`src/rtl/spram_fifo_ctrl.sv`:
```
`default_nettype none
// +-----------------------------------------------------------------------------+
// | spram_fifo_ctrl: FIFO controller for a single-port async-read RAM with a    |
// | registered first-word-fall-through output and a zero-fill clear after reset.|
// | Revision: 1.0                                                               |
// +-----------------------------------------------------------------------------+
module spram_fifo_ctrl #(
  parameter int DATA_WIDTH = 8,
  parameter int ADDR_WIDTH = 3
) (
  input  logic                  i_CLK,
  input  logic                  i_reset,
  input  logic                  i_push,
  input  logic [DATA_WIDTH-1:0] i_data,
  input  logic                  i_pop,
  output logic [DATA_WIDTH-1:0] o_data,
  output logic                  o_valid,
  output logic                  o_full,
  output logic                  o_busy,
  output logic [ADDR_WIDTH:0]   o_level,
  output logic                  ram_we,
  output logic                  ram_oe,
  output logic [ADDR_WIDTH-1:0] ram_waddr,
  output logic [DATA_WIDTH-1:0] ram_wdata,
  output logic [ADDR_WIDTH-1:0] ram_raddr,
  input  logic [DATA_WIDTH-1:0] ram_rdata
);

  localparam int                    c_DEPTH     = 1 << ADDR_WIDTH;
  localparam logic [ADDR_WIDTH:0]   c_DEPTH_CNT = (ADDR_WIDTH+1)'(c_DEPTH);
  localparam logic [ADDR_WIDTH-1:0] c_LAST_ADDR = '1;

  localparam logic [0:0] c_ST_CLEAR = 1'b0;
  localparam logic [0:0] c_ST_RUN   = 1'b1;

  logic [0:0]            r_state;
  logic [0:0]            w_state_nxt;
  logic [ADDR_WIDTH-1:0] r_clr_cnt;
  logic [ADDR_WIDTH-1:0] r_wr_ptr;
  logic [ADDR_WIDTH-1:0] r_rd_ptr;
  logic [ADDR_WIDTH:0]   r_count;
  logic [DATA_WIDTH-1:0] r_data;
  logic                  r_valid;
  logic                  w_write;
  logic                  w_read;

  always_ff @(posedge i_CLK) begin
    if (i_reset) r_state <= c_ST_CLEAR;
    else         r_state <= w_state_nxt;
  end

  always_comb begin
    w_state_nxt = r_state;
    case (r_state)
      c_ST_CLEAR: if (r_clr_cnt == c_LAST_ADDR) w_state_nxt = c_ST_RUN;
      default:    w_state_nxt = r_state;
    endcase
  end

  // Write wins over refill so the RAM never sees a write and a read in one cycle.
  always_comb begin
    w_write   = !i_reset && (r_state == c_ST_RUN) && i_push && (r_count != c_DEPTH_CNT);
    w_read    = !i_reset && (r_state == c_ST_RUN) && !w_write && (r_count != '0)
                && (!r_valid || i_pop);
    ram_we    = !i_reset && ((r_state == c_ST_CLEAR) || w_write);
    ram_oe    = w_read;
    ram_waddr = (r_state == c_ST_CLEAR) ? r_clr_cnt : r_wr_ptr;
    ram_wdata = (r_state == c_ST_CLEAR) ? '0 : i_data;
    ram_raddr = r_rd_ptr;
  end

  always_ff @(posedge i_CLK) begin
    if (i_reset) begin
      r_clr_cnt <= '0;
      r_wr_ptr  <= '0;
      r_rd_ptr  <= '0;
      r_count   <= '0;
      r_data    <= '0;
      r_valid   <= 1'b0;
    end else begin
      if (r_state == c_ST_CLEAR) r_clr_cnt <= r_clr_cnt + 1'b1;
      if (w_write) begin
        r_wr_ptr <= r_wr_ptr + 1'b1;
        r_count  <= r_count + 1'b1;
      end
      if (w_read) begin
        r_rd_ptr <= r_rd_ptr + 1'b1;
        r_count  <= r_count - 1'b1;
        r_data   <= ram_rdata;
        r_valid  <= 1'b1;
      end else if (i_pop && r_valid && (r_state == c_ST_RUN)) begin
        r_valid  <= 1'b0;
      end
    end
  end

  assign o_data  = r_data;
  assign o_valid = r_valid;
  assign o_busy  = (r_state == c_ST_CLEAR);
  assign o_full  = (r_state == c_ST_CLEAR) || (r_count == c_DEPTH_CNT);
  assign o_level = r_count;

endmodule
`default_nettype wire

```
`config.mk`:
```
export PLATFORM = sky130hd
export DESIGN_NAME = spram_fifo_ctrl
export DESIGN_NICKNAME = d
export VERILOG_FILES = /design/src/rtl/spram_fifo_ctrl.sv
export SDC_FILE = /design/constraint.sdc
export NUM_CORES = 1
export LEC_CHECK = 0
export ABC_AREA = 1
export BUFFER_PORTS_ARGS = -buffer_cell sky130_fd_sc_hd__buf_2
export CORE_ASPECT_RATIO = 0.5
export CORE_MARGIN = 8
export CORE_UTILIZATION = 25
export CTS_BUF_LIST = sky130_fd_sc_hd__clkbuf_16
export CTS_CLUSTER_SIZE = 30
export DETAILED_ROUTE_END_ITERATION = 12
export PLACE_DENSITY_LB_ADDON = 0.15
export SYNTH_ARGS = -nofsm -noshare
export SYNTH_HDL_FRONTEND = slang
export SYNTH_SLANG_ARGS = --single-unit
```
`constraint.sdc`:
```
create_clock -name i_CLK -period 6.8 [get_ports i_CLK]
set_input_delay 1.36 -clock i_CLK [delete_from_list [all_inputs] [get_ports i_CLK]]
set_output_delay 1.36 -clock i_CLK [all_outputs]
set_load 0.01 [all_outputs]
```
# ---- After elaboration in Yosys (flattened, before gate mapping)
# Index checks and enable logic that the tools add are counted.
dict set report word_totals {
  register_bits 23
  in_bits 20
  out_inout_bits 31
  wordCells 42
}
dict set report classes {
  n_addsub 5
  n_eq_ne 3
  n_mux 8
  bitwise_logic 1
  reduce_logical 18
}
# operator n
set ops {}
lappend ops {{3-bit by 1-bit adder with 3-bit output (second input constant)} 3}
lappend ops {{1-bit logical AND} 9}
lappend ops {{4-bit 2-to-1 mux} 2}
lappend ops {{8-bit 2-to-1 mux} 1}
lappend ops {{4-bit by 1-bit adder with 4-bit output (second input constant)} 1}
lappend ops {{4-bit == test (second input constant)} 1}
lappend ops {{1-bit 2-to-1 mux} 4}
lappend ops {{4-bit inequality test (second input constant)} 1}
lappend ops {{2-bit nonzero test} 2}
lappend ops {{4-bit nonzero test} 1}
lappend ops {{4-bit by 1-bit subtractor with 4-bit output (second input constant)} 1}
lappend ops {{3-bit == test (second input constant)} 1}
lappend ops {{1-bit logical NOT} 3}
lappend ops {{1-bit logical OR} 3}
lappend ops {{3-bit 2-to-1 mux} 1}
lappend ops {{1-bit NOT} 1}

# ---- Logic depth before layout (Yosys ltp)
# Gate-level depths: netlist of the first run.
dict set report logic_depth {
  word_depth 9
  ltp_mapped 16
  mapped_depth_nobuf 14
}

# ---- Worst setup path before layout of the first run
# OpenSTA, ideal clock, no wires.
dict set report synth_path {
  kind {input to output}
  start {input i_reset}
  end {output ram_oe}
  arrival_ns 2.102
  required_ns 5.440
  setup_slack_ns 3.338
  path_stages 7
  n_path_buf 2
  path_cell_list {buf_6 -> inv_6 -> nand2_4 -> a21oi_2 -> nand3_2 -> inv_2 -> buf_4}
}
dict set report synth_via {
  elab_chain_cells 8
}
# item line_no
set synth_rtl {}
lappend synth_rtl {{start: declaration} 12} ;# input logic i_reset,
lappend synth_rtl {{1-bit logical NOT *} {62, 63}}
lappend synth_rtl {{1-bit logical AND *} {62, 63}}
lappend synth_rtl {{1-bit logical AND (2 in a row)} 62} ;# w_write = !i_reset && (r_state == c_ST_RUN) && i_push && (r_count != c_DEPTH_CNT);
lappend synth_rtl {{1-bit logical NOT} 63} ;# w_read = !i_reset && (r_state == c_ST_RUN) && !w_write && (r_count != '0)
lappend synth_rtl {{1-bit logical AND * (2 in a row)} 63}
lappend synth_rtl {{1-bit logical AND *} 64} ;# && (!r_valid || i_pop);
lappend synth_rtl {{end: declaration} 22} ;# output logic ram_oe,
# Every way passes the cells marked *; elsewhere a longest branch is shown, timed or not.

# ---- Worst setup path in the final report of the first run
# Same ends and word-level chain as after synthesis.

==> insert_results.sql, run 1 <==
INSERT INTO impl_metrics (metric_group, metric, value, unit) VALUES
('outcome', 'run_status', 'finished, final reports clean', ''),
('cts', 'htree_levels', '1', ''),
('logic_synthesis', 'postSynthNetCount', '189', ''),
('placed_design', 'dpl_hpwl', '2310', 'um'),
('logic_synthesis', 'synthDominantCellAreaShare', '0.397', ''),
('route', 'drt_wl_total', '2970', 'um'),
('cts', 'clk_latency_worst_skew_pair', '0.25', 'ns'),
('floorplan', 'placementRows', '17', ''),
('timing', 'final_period_minus_worst_setup_slack', '4.25', 'ns'),
('finish', 'n_diodes', '0', ''),
('route', 'ant_nets', '0', ''),
('logic_synthesis', 'ys_warn_count', '0', ''),
('placed_design', 'numPortBuffers', '50', ''),
('logic_synthesis', 'synth.yosys.seq_area_share', '0.397', ''),
('floorplan', 'floorplan.die.width', '112', 'um'),
('grt', 'globalRouteTotalUtil', '0.0810', ''),
('critical_path', 'timing.setup.critical_path_class', 'in -> out', ''),
('cts', 'cts_setup_buffers', '0', ''),
('floorplan', 'ioPinCount', '51', ''),
('logic_synthesis', 'synth_top_area_cell', 'sky130_fd_sc_hd__dfxtp_1', ''),
('timing', 'timing.slew.headroom', '0.550', ''),
('timing', 'totalNegativeSetupSlack', '0', 'ns'),
('grt', 'number_of_antenna_violations_at_the_first_check_in_global_routing', '0', ''),
('route', 'wire_per_inst', '11.2', 'um'),
('timing', 'setup_viol', '0', ''),
('cts', 'tritoncts.num_buffers', '3', ''),
('floorplan', 'initial_core_util', '0.262', ''),
('grt', 'globalRouteOverflowTotal', '0', ''),
('timing', 'transition_time_at_the_pin_with_the_least_slew_margin', '0.674', 'ns'),
('critical_path', 'critical_path_capture_point_type', 'output pin', ''),
('critical_path', 'timing.critical_path.required', '5.44', 'ns'),
('floorplan', 'fp.dieH', '64.2', 'um'),
('cts', 'cts.clk_slew.worst_paths', '0.06', 'ns'),
('finish', 'most_frequent_cells_in_the_layout', 'sky130_fd_sc_hd__buf_2, sky130_fd_sc_hd__nand2_1, sky130_fd_sc_hd__dfxtp_1, sky130_fd_sc_hd__inv_1, sky130_fd_sc_hd__a21oi_1', ''),
('logic_synthesis', 'synth_area_per_cell', '7.16', 'um^2'),
('finish', 'multi_input_area', '562', 'um^2'),
('finish', 'areaGrowthSynthToFinish', '30.6', '%'),
('critical_path', 'critical-path-top-cell-by-count', 'sky130_fd_sc_hd__buf_2', ''),
('pwr', 'static-leakage-power', '0.782', 'nW'),
('critical_path', 'critPathSlowestCell', 'sky130_fd_sc_hd__nand3_2', ''),
('route', 'vias_per_cell', '4.22', ''),
('route', 'drcViolationCount', '0', ''),
('grt', 'first_global_vias', '1072', ''),
('floorplan', 'die_ar', '7210', 'um^2'),
('route', 'count_of_routing_violations_after_the_opening_detailed_route_iteration', '34', ''),
('placed_design', 'preCtsSetupSlack', '2.51', 'ns'),
('timing', 'final-max-slew-violation-count', '0', ''),
('timing', 'timing.final.crit_share', '0.625', ''),
('pwr', 'peak_supply_drop', '0.0862', 'mV'),
('finish', 'filler_cell_count', '480', ''),
('floorplan', 'coreArea', '4420', 'um^2'),
('placed_design', 'routabilityCongestion', '0.727', ''),
('cts', 'cts-resized-gates', '0', ''),
('logic_synthesis', 'synthesis.instances', '162', ''),
('cts', 'clock-sinks', '23', ''),
('timing', 'timing.hold.ws', '0.468', 'ns'),
('finish', 'layout.cell_area.non_filler', '1520', 'um^2'),
('finish', 'final_common_cell', 'sky130_fd_sc_hd__buf_2', ''),
('cts', 'clock_tree_from_tritoncts', 'done', ''),
('route', 'vias', '1122', ''),
('grt', 'grt_first_pass_wirelength', '4850', 'um'),
('timing', 'clock-skew-final', '0.00314', 'ns'),
('cts', 'root_buffer', 'sky130_fd_sc_hd__clkbuf_16', ''),
('placed_design', 'dpl_cell_area', '1440', 'um^2'),
('placed_design', 'instance_count_after_placement_with_tap_cells_included', '262', ''),
('timing', 'grt_setup_unrepaired', 'no', ''),
('cts', 'clock_tree.buffer_depth', '2', ''),
('critical_path', 'worst-path-max-fanout', '16', ''),
('finish', 'stdcell_count', '266', ''),
('finish', 'post_layout_nets', '237', ''),
('logic_synthesis', 'synth-seq-cells', '23', '');
## kinds of logic (layout without fill, tap and decap cells)
| group | Yosys count | count (layout) | synth area share |
|---|---|---|---|
| and+or+nand+nor | 72 | 72 | 0.266 |
| buffers and inverters | 30 | 77 | 0.119 |
| AOI/OAI and AO/OA | 29 | 29 | 0.128 |
| DFF | 23 | 23 | 0.397 |
| adders and majority gates | 7 | 7 | 0.0820 |
| xor gates and xnor gates | 1 | 1 | 0.00755 |
## per-layer routing
metal  up-vias  share of wire  GRT usage
li1        599              -          -
met1       479           0.51     0.0999
met2        42           0.40      0.126
met3         2          0.079     0.0375
met4         0          0.010     0.0200
met5         -              0          0
## worst max-delay path: cells and delay by family
kind,cells,cell delay [ns]
buf+inv,4,0.89
simple gates,4,0.61
## registers in the layout, summed over array words and instances (netlist names)
name       count
ram_raddr      3
o_data         8
r_clr_cnt      3
r_state        1
o_level        4
o_valid        1
r_wr_ptr       3
## cells in the mapped netlist
| cell | number |
|---|---|
| sky130_fd_sc_hd__inv_2 | 1 |
| sky130_fd_sc_hd__nand2_1 | 46 |
| sky130_fd_sc_hd__o21ai_0 | 8 |
| sky130_fd_sc_hd__a21oi_2 | 1 |
| sky130_fd_sc_hd__nor3_1 | 1 |
| sky130_fd_sc_hd__nand3_1 | 4 |
| sky130_fd_sc_hd__fa_1 | 1 |
| sky130_fd_sc_hd__nand2_4 | 1 |
| sky130_fd_sc_hd__nor2_4 | 1 |
| sky130_fd_sc_hd__nand3_2 | 1 |
| sky130_fd_sc_hd__buf_2 | 1 |
| sky130_fd_sc_hd__nand2_2 | 1 |
| sky130_fd_sc_hd__a21oi_1 | 20 |
| sky130_fd_sc_hd__xor2_1 | 1 |
| sky130_fd_sc_hd__nand4_1 | 1 |
| sky130_fd_sc_hd__dfxtp_1 | 23 |
| sky130_fd_sc_hd__nor2_1 | 14 |
| sky130_fd_sc_hd__inv_6 | 1 |
| sky130_fd_sc_hd__nor3b_1 | 1 |
| sky130_fd_sc_hd__inv_1 | 21 |
| sky130_fd_sc_hd__buf_6 | 2 |
| sky130_fd_sc_hd__ha_1 | 6 |
| sky130_fd_sc_hd__or2_1 | 1 |
| sky130_fd_sc_hd__buf_4 | 1 |
| sky130_fd_sc_hd__clkbuf_1 | 3 |
## worst paths after layout
| path | from | to | slack [ns] | depth (start not counted) |
|---|---|---|---|---|
| worst max-delay path | i_reset | ram_oe | 2.55 | 8 |
| worst min-delay path | o_data[0] | o_data[0] | 0.47 | 2 |
| worst max register to register | r_state | o_level[3] | 4.06 | 12 |
| worst min register to register | o_data[0] | o_data[0] | 0.47 | 2 |
## power by group
| group | switching, mW | internal (mW) |
|---|---|---|
| registers | 0.00136 | 0.136 |
| clock network | 0.0477 | 0.0790 |
| logic | 0.00966 | 0.00800 |
## stage by stage
step,total power [mW],util
after global placement,0.159,0.324
after detailed placement,0.159,0.324
after floorplan,0.150,-
after CTS,0.288,0.342
final,0.282,0.342
after global routing,0.296,0.342
## area by class of cell
class | count | share of cell area
timing repair buffer | 50 | 0.165
sequential | 23 | 0.304
clock buffer | 3 | 0.0495
multi-input combinational | 109 | 0.371
tap | 57 | 0.0471
clock inverter | 1 | 0.00330
inverter | 23 | 0.0603
(Power assumes the default switching activity.)
==> inputs of run 2 (changes only) <==
==> constraint.sdc (replaced) <==
create_clock -name i_CLK -period 4.4 [get_ports i_CLK]
set_input_delay 0.88 -clock i_CLK [delete_from_list [all_inputs] [get_ports i_CLK]]
set_output_delay 0.88 -clock i_CLK [all_outputs]
set_load 0.01 [all_outputs]
==> run 2 against run 1 <==
- combinational power up 54%
- global-route usage rose by 0.44 points
- first-iteration DRC count rose by 5.9%
- non-clock buffer count unchanged
- hold slack worse by 0.0065 ns
- critical endpoint unchanged
- cell area barely moved
- critical path depth stayed put
- setup slack worse by 1.4 ns
- die area unchanged
- register-to-register slack got worse by 2.4 ns
- sequential power increased by 54%
==> insert_results.sql, run 2 (synthesis results as in run 1) <==
INSERT INTO impl_metrics (metric_group, metric, value, unit) VALUES
('outcome', 'run_status', 'finished, final reports clean', ''),
('cts', 'clk_latency_worst_skew_pair', '0.25', 'ns'),
('job', 'maxCapViolCount', '0', ''),
('route', 'vias_per_cell', '4.21', ''),
('pwr', 'share_clk_of_total_power', '0.443', ''),
('cts', 'htree_levels', '1', ''),
('floorplan', 'ioPinCount', '51', ''),
('finish', 'areaGrowthSynthToFinish', '30.5', '%'),
('finish', 'layout.cell_area.non_filler', '1510', 'um^2'),
('pwr', 'static-leakage-power', '0.784', 'nW'),
('grt', 'gr-usage-met3', '0.0412', ''),
('placed_design', 'routabilityCongestion', '0.725', ''),
('finish', 'multi_input_area', '562', 'um^2'),
('pwr', 'power.density_cell_area', '285', 'nW/um^2'),
('cts', 'tritoncts.num_buffers', '3', ''),
('timing', 'maxClockFrequency', '303', 'MHz'),
('timing', 'grt_setup_unrepaired', 'no', ''),
('timing', 'final_period_minus_worst_setup_slack', '3.30', 'ns'),
('timing', 'final-max-slew-violation-count', '0', ''),
('timing', 'final-hold-violation-count', '0', ''),
('finish', 'most_frequent_cells_in_the_layout', 'sky130_fd_sc_hd__buf_2, sky130_fd_sc_hd__nand2_1, sky130_fd_sc_hd__dfxtp_1, sky130_fd_sc_hd__inv_1, sky130_fd_sc_hd__a21oi_1', ''),
('critical_path', 'critPathLaunchType', 'input port', ''),
('floorplan', 'coreArea', '4420', 'um^2'),
('cts', 'clock-sinks', '23', ''),
('grt', 'globalRouteMet1Util', '0.0985', ''),
('critical_path', 'critical_path_capture_point_type', 'output pin', ''),
('finish', 'ff_latch_area', '460', 'um^2'),
('grt', 'globalRouteTotalUtil', '0.0855', ''),
('grt', 'grt_max_degree', '21', ''),
('floorplan', 'placementRows', '17', ''),
('grt', 'number_of_antenna_violations_at_the_first_check_in_global_routing', '0', ''),
('timing', 'setup_viol', '0', ''),
('finish', 'post_layout_nets', '237', ''),
('cts', 'root_buffer', 'sky130_fd_sc_hd__clkbuf_16', ''),
('placed_design', 'dpl_cell_area', '1440', 'um^2'),
('pwr', 'peak_supply_drop', '0.136', 'mV'),
('timing', 'transition_time_at_the_pin_with_the_least_slew_margin', '0.682', 'ns'),
('route', 'drcViolationCount', '0', ''),
('cts', 'cts_hold_buffers', '0', ''),
('cts', 'cts.clk_slew.worst_paths', '0.06', 'ns'),
('timing', 'clock-skew-final', '0.00175', 'ns'),
('pwr', 'internal_power', '0.344', 'mW'),
('critical_path', 'worst-path-max-fanout', '16', ''),
('placed_design', 'dpl_hpwl', '2320', 'um'),
('pwr', 'combinationalPowerShare', '0.063', ''),
('route', 'drt_wl_total', '2960', 'um'),
('timing', 'totalNegativeSetupSlack', '0', 'ns'),
('finish', 'n_diodes', '0', ''),
('timing', 'timing.hold.ws', '0.462', 'ns'),
('route', 'drt_first_pass_iters', '4', ''),
('min_path', 'hold_removal_path_class', 'reg -> reg', ''),
('cts', 'clock_tree.buffer_depth', '2', ''),
('pwr', 'power.switching_fraction', '0.202', ''),
('placed_design', 'numPortBuffers', '50', ''),
('route', 'vias', '1120', ''),
('route', 'ant_nets', '0', ''),
('critical_path', 'timing.critical_path.required', '3.52', 'ns'),
('cts', 'cts-resized-gates', '0', ''),
('critical_path', 'ff2ff_setup_slack', '1.66', 'ns'),
('finish', 'final_common_cell', 'sky130_fd_sc_hd__buf_2', ''),
('pwr', 'power.share.sequential', '0.493', ''),
('critical_path', 'timing.setup.critical_path_class', 'in -> out', ''),
('finish', 'layout-drive-gt1-share', '0.287', ''),
('finish', 'filler_cell_count', '479', ''),
('grt', 'globalRouteOverflowTotal', '0', ''),
('route', 'wire_per_inst', '11.1', 'um'),
('cts', 'clock_tree_from_tritoncts', 'done', ''),
('critical_path', 'worst_ep_arrival_time', '2.42', 'ns'),
('grt', 'met2_usage', '0.141', ''),
('floorplan', 'initial_core_util', '0.262', ''),
('timing', 'timing.slew.headroom', '0.545', ''),
('cts', 'cts_setup_buffers', '0', ''),
('pwr', 'power.net_switching', '0.0874', 'mW'),
('floorplan', 'die_ar', '7210', 'um^2'),
('grt', 'first_global_vias', '1150', ''),
('route', 'count_of_routing_violations_after_the_opening_detailed_route_iteration', '36', ''),
('grt', 'grt_first_pass_wirelength', '5140', 'um'),
('timing', 'timing.final.crit_share', '0.751', ''),
('grt', 'gr-max-usage-layer', 'met2', ''),
('pwr', 'post-layout-total-power', '0.432', 'mW'),
('floorplan', 'floorplan.die.width', '112', 'um'),
('finish', 'largest_register_ff_count', '8', ''),
('floorplan', 'fp.dieH', '64.2', 'um');
[run 2: area by class of cell]
type                       count  area share
clock inverter                 1     0.00248
inverter                      23      0.0603
timing repair buffer          50       0.165
multi-input combinational    109       0.371
clock buffer                   3      0.0496
sequential                    23       0.304
tap                           57      0.0471
[run 2: worst max-delay path, cell delays in order]
cell	delay (ns)
sky130_fd_sc_hd__buf_2	0.31
sky130_fd_sc_hd__inv_6	0.09
sky130_fd_sc_hd__nand2_4	0.10
sky130_fd_sc_hd__nor2_4	0.04
sky130_fd_sc_hd__nand2_2	0.16
sky130_fd_sc_hd__nand3_2	0.32
sky130_fd_sc_hd__inv_2	0.32
sky130_fd_sc_hd__buf_2	0.19
[run 2: through the flow]
step | utilization | worst slack [ns] | std cells
6_report | 0.342 | 1.10 | 266
5_1_grt | 0.342 | 0.892 | 266
4_1_cts | 0.342 | 1.06 | 266
3_5_place_dp | 0.324 | 1.06 | 262
3_3_place_gp | 0.324 | 1.12 | 262
2_1_floorplan | - | 1.77 | 162
[run 2: path summary, 6_finish.rpt]
kind,start,endpoint,depth (start not counted)
max reg2reg,r_state,o_level[3],12
min reg2reg,o_data[2],o_data[2],2
max,i_reset,ram_oe,8
min,o_data[2],o_data[2],2
[run 2: per-layer routing]
| layer | routed length [um] | share of wire |
|---|---|---|
| met5 | 0 | 0 |
| met1 | 1430 | 0.48 |
| met2 | 1250 | 0.42 |
| met4 | 29 | 0.0098 |
| met3 | 251 | 0.085 |
[run 2: power groups by stage]
stage          logic (mW)  registers (mW)  clock network, mW
6_report           0.0273           0.213              0.191
5_1_grt            0.0308           0.213              0.207
4_1_cts            0.0282           0.213              0.201
3_5_place_dp       0.0280           0.218                  0
3_3_place_gp       0.0283           0.218                  0
2_1_floorplan      0.0148           0.217                  0
==> inputs of run 3 (changes only) <==
==> constraint.sdc (replaced) <==
create_clock -name i_CLK -period 2.9 [get_ports i_CLK]
set_input_delay 0.58 -clock i_CLK [delete_from_list [all_inputs] [get_ports i_CLK]]
set_output_delay 0.58 -clock i_CLK [all_outputs]
set_load 0.01 [all_outputs]
==> run 3 against run 2 <==
- sequential power grew 52%
- routed wire length up 0.57%
- register-to-register slack lost 0.85 ns
- critical path type unchanged
- clock power is 55% higher
- critical endpoint unchanged
- die area stayed put
- critical path depth unchanged
- global-route usage hardly changed
- first-iteration DRC count grew 72%
- cell count is 1.1% higher
- utilization is 0.54 points higher
- clock-buffer cell count did not move
==> insert_results.sql, run 3 (synthesis results as in run 1) <==
INSERT INTO impl_metrics (metric_group, metric, value, unit) VALUES
('outcome', 'run_status', 'finished, final reports clean', ''),
('cts', 'cts_hold_buffers', '0', ''),
('pwr', 'post-layout-total-power', '0.662', 'mW'),
('floorplan', 'die_ar', '7210', 'um^2'),
('critical_path', 'critical_path_capture_point_type', 'output pin', ''),
('cts', 'cts_setup_buffers', '0', ''),
('grt', 'number_of_antenna_violations_at_the_first_check_in_global_routing', '0', ''),
('floorplan', 'coreArea', '4420', 'um^2'),
('route', 'ant_nets', '0', ''),
('cts', 'clock_tree_from_tritoncts', 'done', ''),
('route', 'drcViolationCount', '0', ''),
('finish', 'largest_register_ff_count', '8', ''),
('min_path', 'hold_removal_path_class', 'reg -> reg', ''),
('finish', 'layout-drive-gt1-share', '0.302', ''),
('finish', 'n_diodes', '0', ''),
('timing', 'transition_time_at_the_pin_with_the_least_slew_margin', '0.357', 'ns'),
('timing', 'timing.slew.headroom', '0.762', ''),
('timing', 'final-hold-violation-count', '0', ''),
('critical_path', 'critical_path.max_stage_delay', '0.31', 'ns'),
('critical_path', 'critical-path-top-delay-family', 'buffers and inverters', ''),
('timing', 'clock-skew-final', '0.00155', 'ns'),
('floorplan', 'placementRows', '17', ''),
('cts', 'clk_latency_worst_skew_pair', '0.25', 'ns'),
('timing', 'maxClockFrequency', '436', 'MHz'),
('pwr', 'power.density_cell_area', '430', 'nW/um^2'),
('timing', 'setup_viol', '0', ''),
('timing', 'timing.hold.ws', '0.465', 'ns'),
('finish', 'final_common_cell', 'sky130_fd_sc_hd__buf_2', ''),
('route', 'wire_per_inst', '11.1', 'um'),
('cts', 'clock-sinks', '23', ''),
('route', 'count_of_routing_violations_after_the_opening_detailed_route_iteration', '62', ''),
('route', 'drt_wl_total', '2980', 'um'),
('grt', 'globalRouteOverflowTotal', '0', ''),
('critical_path', 'ff2ff_setup_slack', '0.81', 'ns'),
('timing', 'final-max-slew-violation-count', '0', ''),
('cts', 'root_buffer', 'sky130_fd_sc_hd__clkbuf_16', ''),
('critical_path', 'critPathSlowestCell', 'sky130_fd_sc_hd__buf_2', ''),
('placed_design', 'routabilityCongestion', '0.792', ''),
('finish', 'most_frequent_cells_in_the_layout', 'sky130_fd_sc_hd__buf_2, sky130_fd_sc_hd__nand2_1, sky130_fd_sc_hd__dfxtp_1, sky130_fd_sc_hd__inv_1, sky130_fd_sc_hd__a21oi_1', ''),
('finish', 'post_layout_nets', '240', ''),
('cts', 'tritoncts.num_buffers', '3', ''),
('grt', 'globalRouteTotalUtil', '0.0855', ''),
('route', 'vias_per_cell', '4.19', ''),
('timing', 'timing.final.crit_share', '0.791', ''),
('route', 'drt_first_pass_iters', '4', ''),
('finish', 'filler_cell_count', '474', ''),
('placed_design', 'dpl_hpwl', '2410', 'um'),
('grt', 'grt_max_degree', '20', ''),
('floorplan', 'floorplan.die.width', '112', 'um'),
('grt', 'first_global_vias', '1116', ''),
('critical_path', 'worst-path-max-fanout', '16', ''),
('cts', 'cts-resized-gates', '0', ''),
('cts', 'cts.clk_slew.worst_paths', '0.06', 'ns'),
('critical_path', 'crit_path_cell_trace', 'buf_2, inv_6, nand2_4, nor2_4, nand2_2, nand3_2, inv_2, buf_2', ''),
('cts', 'htree_levels', '1', ''),
('timing', 'totalNegativeSetupSlack', '0', 'ns'),
('pwr', 'static-leakage-power', '0.797', 'nW'),
('timing', 'finalWorstSetupSlack', '0.607', 'ns'),
('pwr', 'peak_supply_drop', '0.215', 'mV'),
('timing', 'final_period_minus_worst_setup_slack', '2.29', 'ns'),
('floorplan', 'initial_core_util', '0.262', ''),
('floorplan', 'fp.dieH', '64.2', 'um'),
('timing', 'grt_setup_unrepaired', 'no', ''),
('route', 'vias', '1127', ''),
('floorplan', 'ioPinCount', '51', ''),
('critical_path', 'timing.setup.critical_path_class', 'in -> out', ''),
('critical_path', 'critPathLaunchType', 'input port', ''),
('critical_path', 'timing.critical_path.required', '2.32', 'ns'),
('cts', 'clock_tree.buffer_depth', '2', ''),
('critical_path', 'cp.buffers_inverters', '4', ''),
('finish', 'finish.utilization', '0.348', ''),
('job', 'maxCapViolCount', '0', ''),
('finish', 'areaGrowthSynthToFinish', '32.6', '%'),
('placed_design', 'numPortBuffers', '50', ''),
('critical_path', 'critical-path-top-cell-by-count', 'sky130_fd_sc_hd__buf_2', ''),
('grt', 'grt_first_pass_wirelength', '5060', 'um'),
('placed_design', 'preCtsSetupSlack', '0.365', 'ns'),
('critical_path', 'worst_ep_arrival_time', '1.71', 'ns');
## run 3: cell types whose count changed in the layout (fill, tap and decap cells not counted)
cell / previous run / this run
sky130_fd_sc_hd__buf_4: 0 / 3
sky130_fd_sc_hd__clkinv_2: 0 / 1
sky130_fd_sc_hd__inv_1: 22 / 21
## run 3: layout make-up
| type | count | area, um^2 | area share |
|---|---|---|---|
| Tap cell | 57 | 71.3 | 0.0464 |
| Multi-Input combinational cell | 109 | 562 | 0.365 |
| Timing Repair Buffer | 53 | 273 | 0.177 |
| Clock buffer | 3 | 75.1 | 0.0488 |
| Clock inverter | 1 | 5.00 | 0.00325 |
| Sequential cell | 23 | 460 | 0.299 |
| Inverter | 23 | 91.3 | 0.0594 |
## run 3: per-stage QoR
step	area [um^2]	cells
after floorplan	1160	162
after global routing	1540	269
after detailed placement	1460	265
after CTS	1540	269
final	1540	269
after global placement	1460	265
## run 3: worst register-to-register path, delay by kind of cell (launching register included)
family          cells  cell delay [ns]
compound gates      1             0.14
fa+ha+maj           1             0.28
buf+inv             1             0.14
flops               1             0.35
simple gates        9             1.06
## run 3: routing by layer
| layer | vias to the layer above | part of all wire | GRT usage |
|---|---|---|---|
| met1 | 481 | 0.48 | 0.0965 |
| met3 | 2 | 0.088 | 0.0431 |
| li1 | 604 | - | - |
| met5 | - | 0 | 0 |
| met4 | 0 | 0.012 | 0.0300 |
| met2 | 40 | 0.42 | 0.138 |
## run 3: path summary, 6_finish.rpt
path,start,cells past startpoint,endpoint
min,o_data[2],2,o_data[2]
max reg2reg,o_level[1],12,o_level[3]
max,i_reset,8,ram_oe
min reg2reg,o_data[2],2,o_data[2]
## run 3: where the power goes
group / total, mW / switching, mW / internal [mW]
Clock: 0.297 / 0.111 / 0.185
Combinational: 0.0421 / 0.0233 / 0.0189
Sequential: 0.323 / 0.00291 / 0.320
Total: 0.662 / 0.138 / 0.524
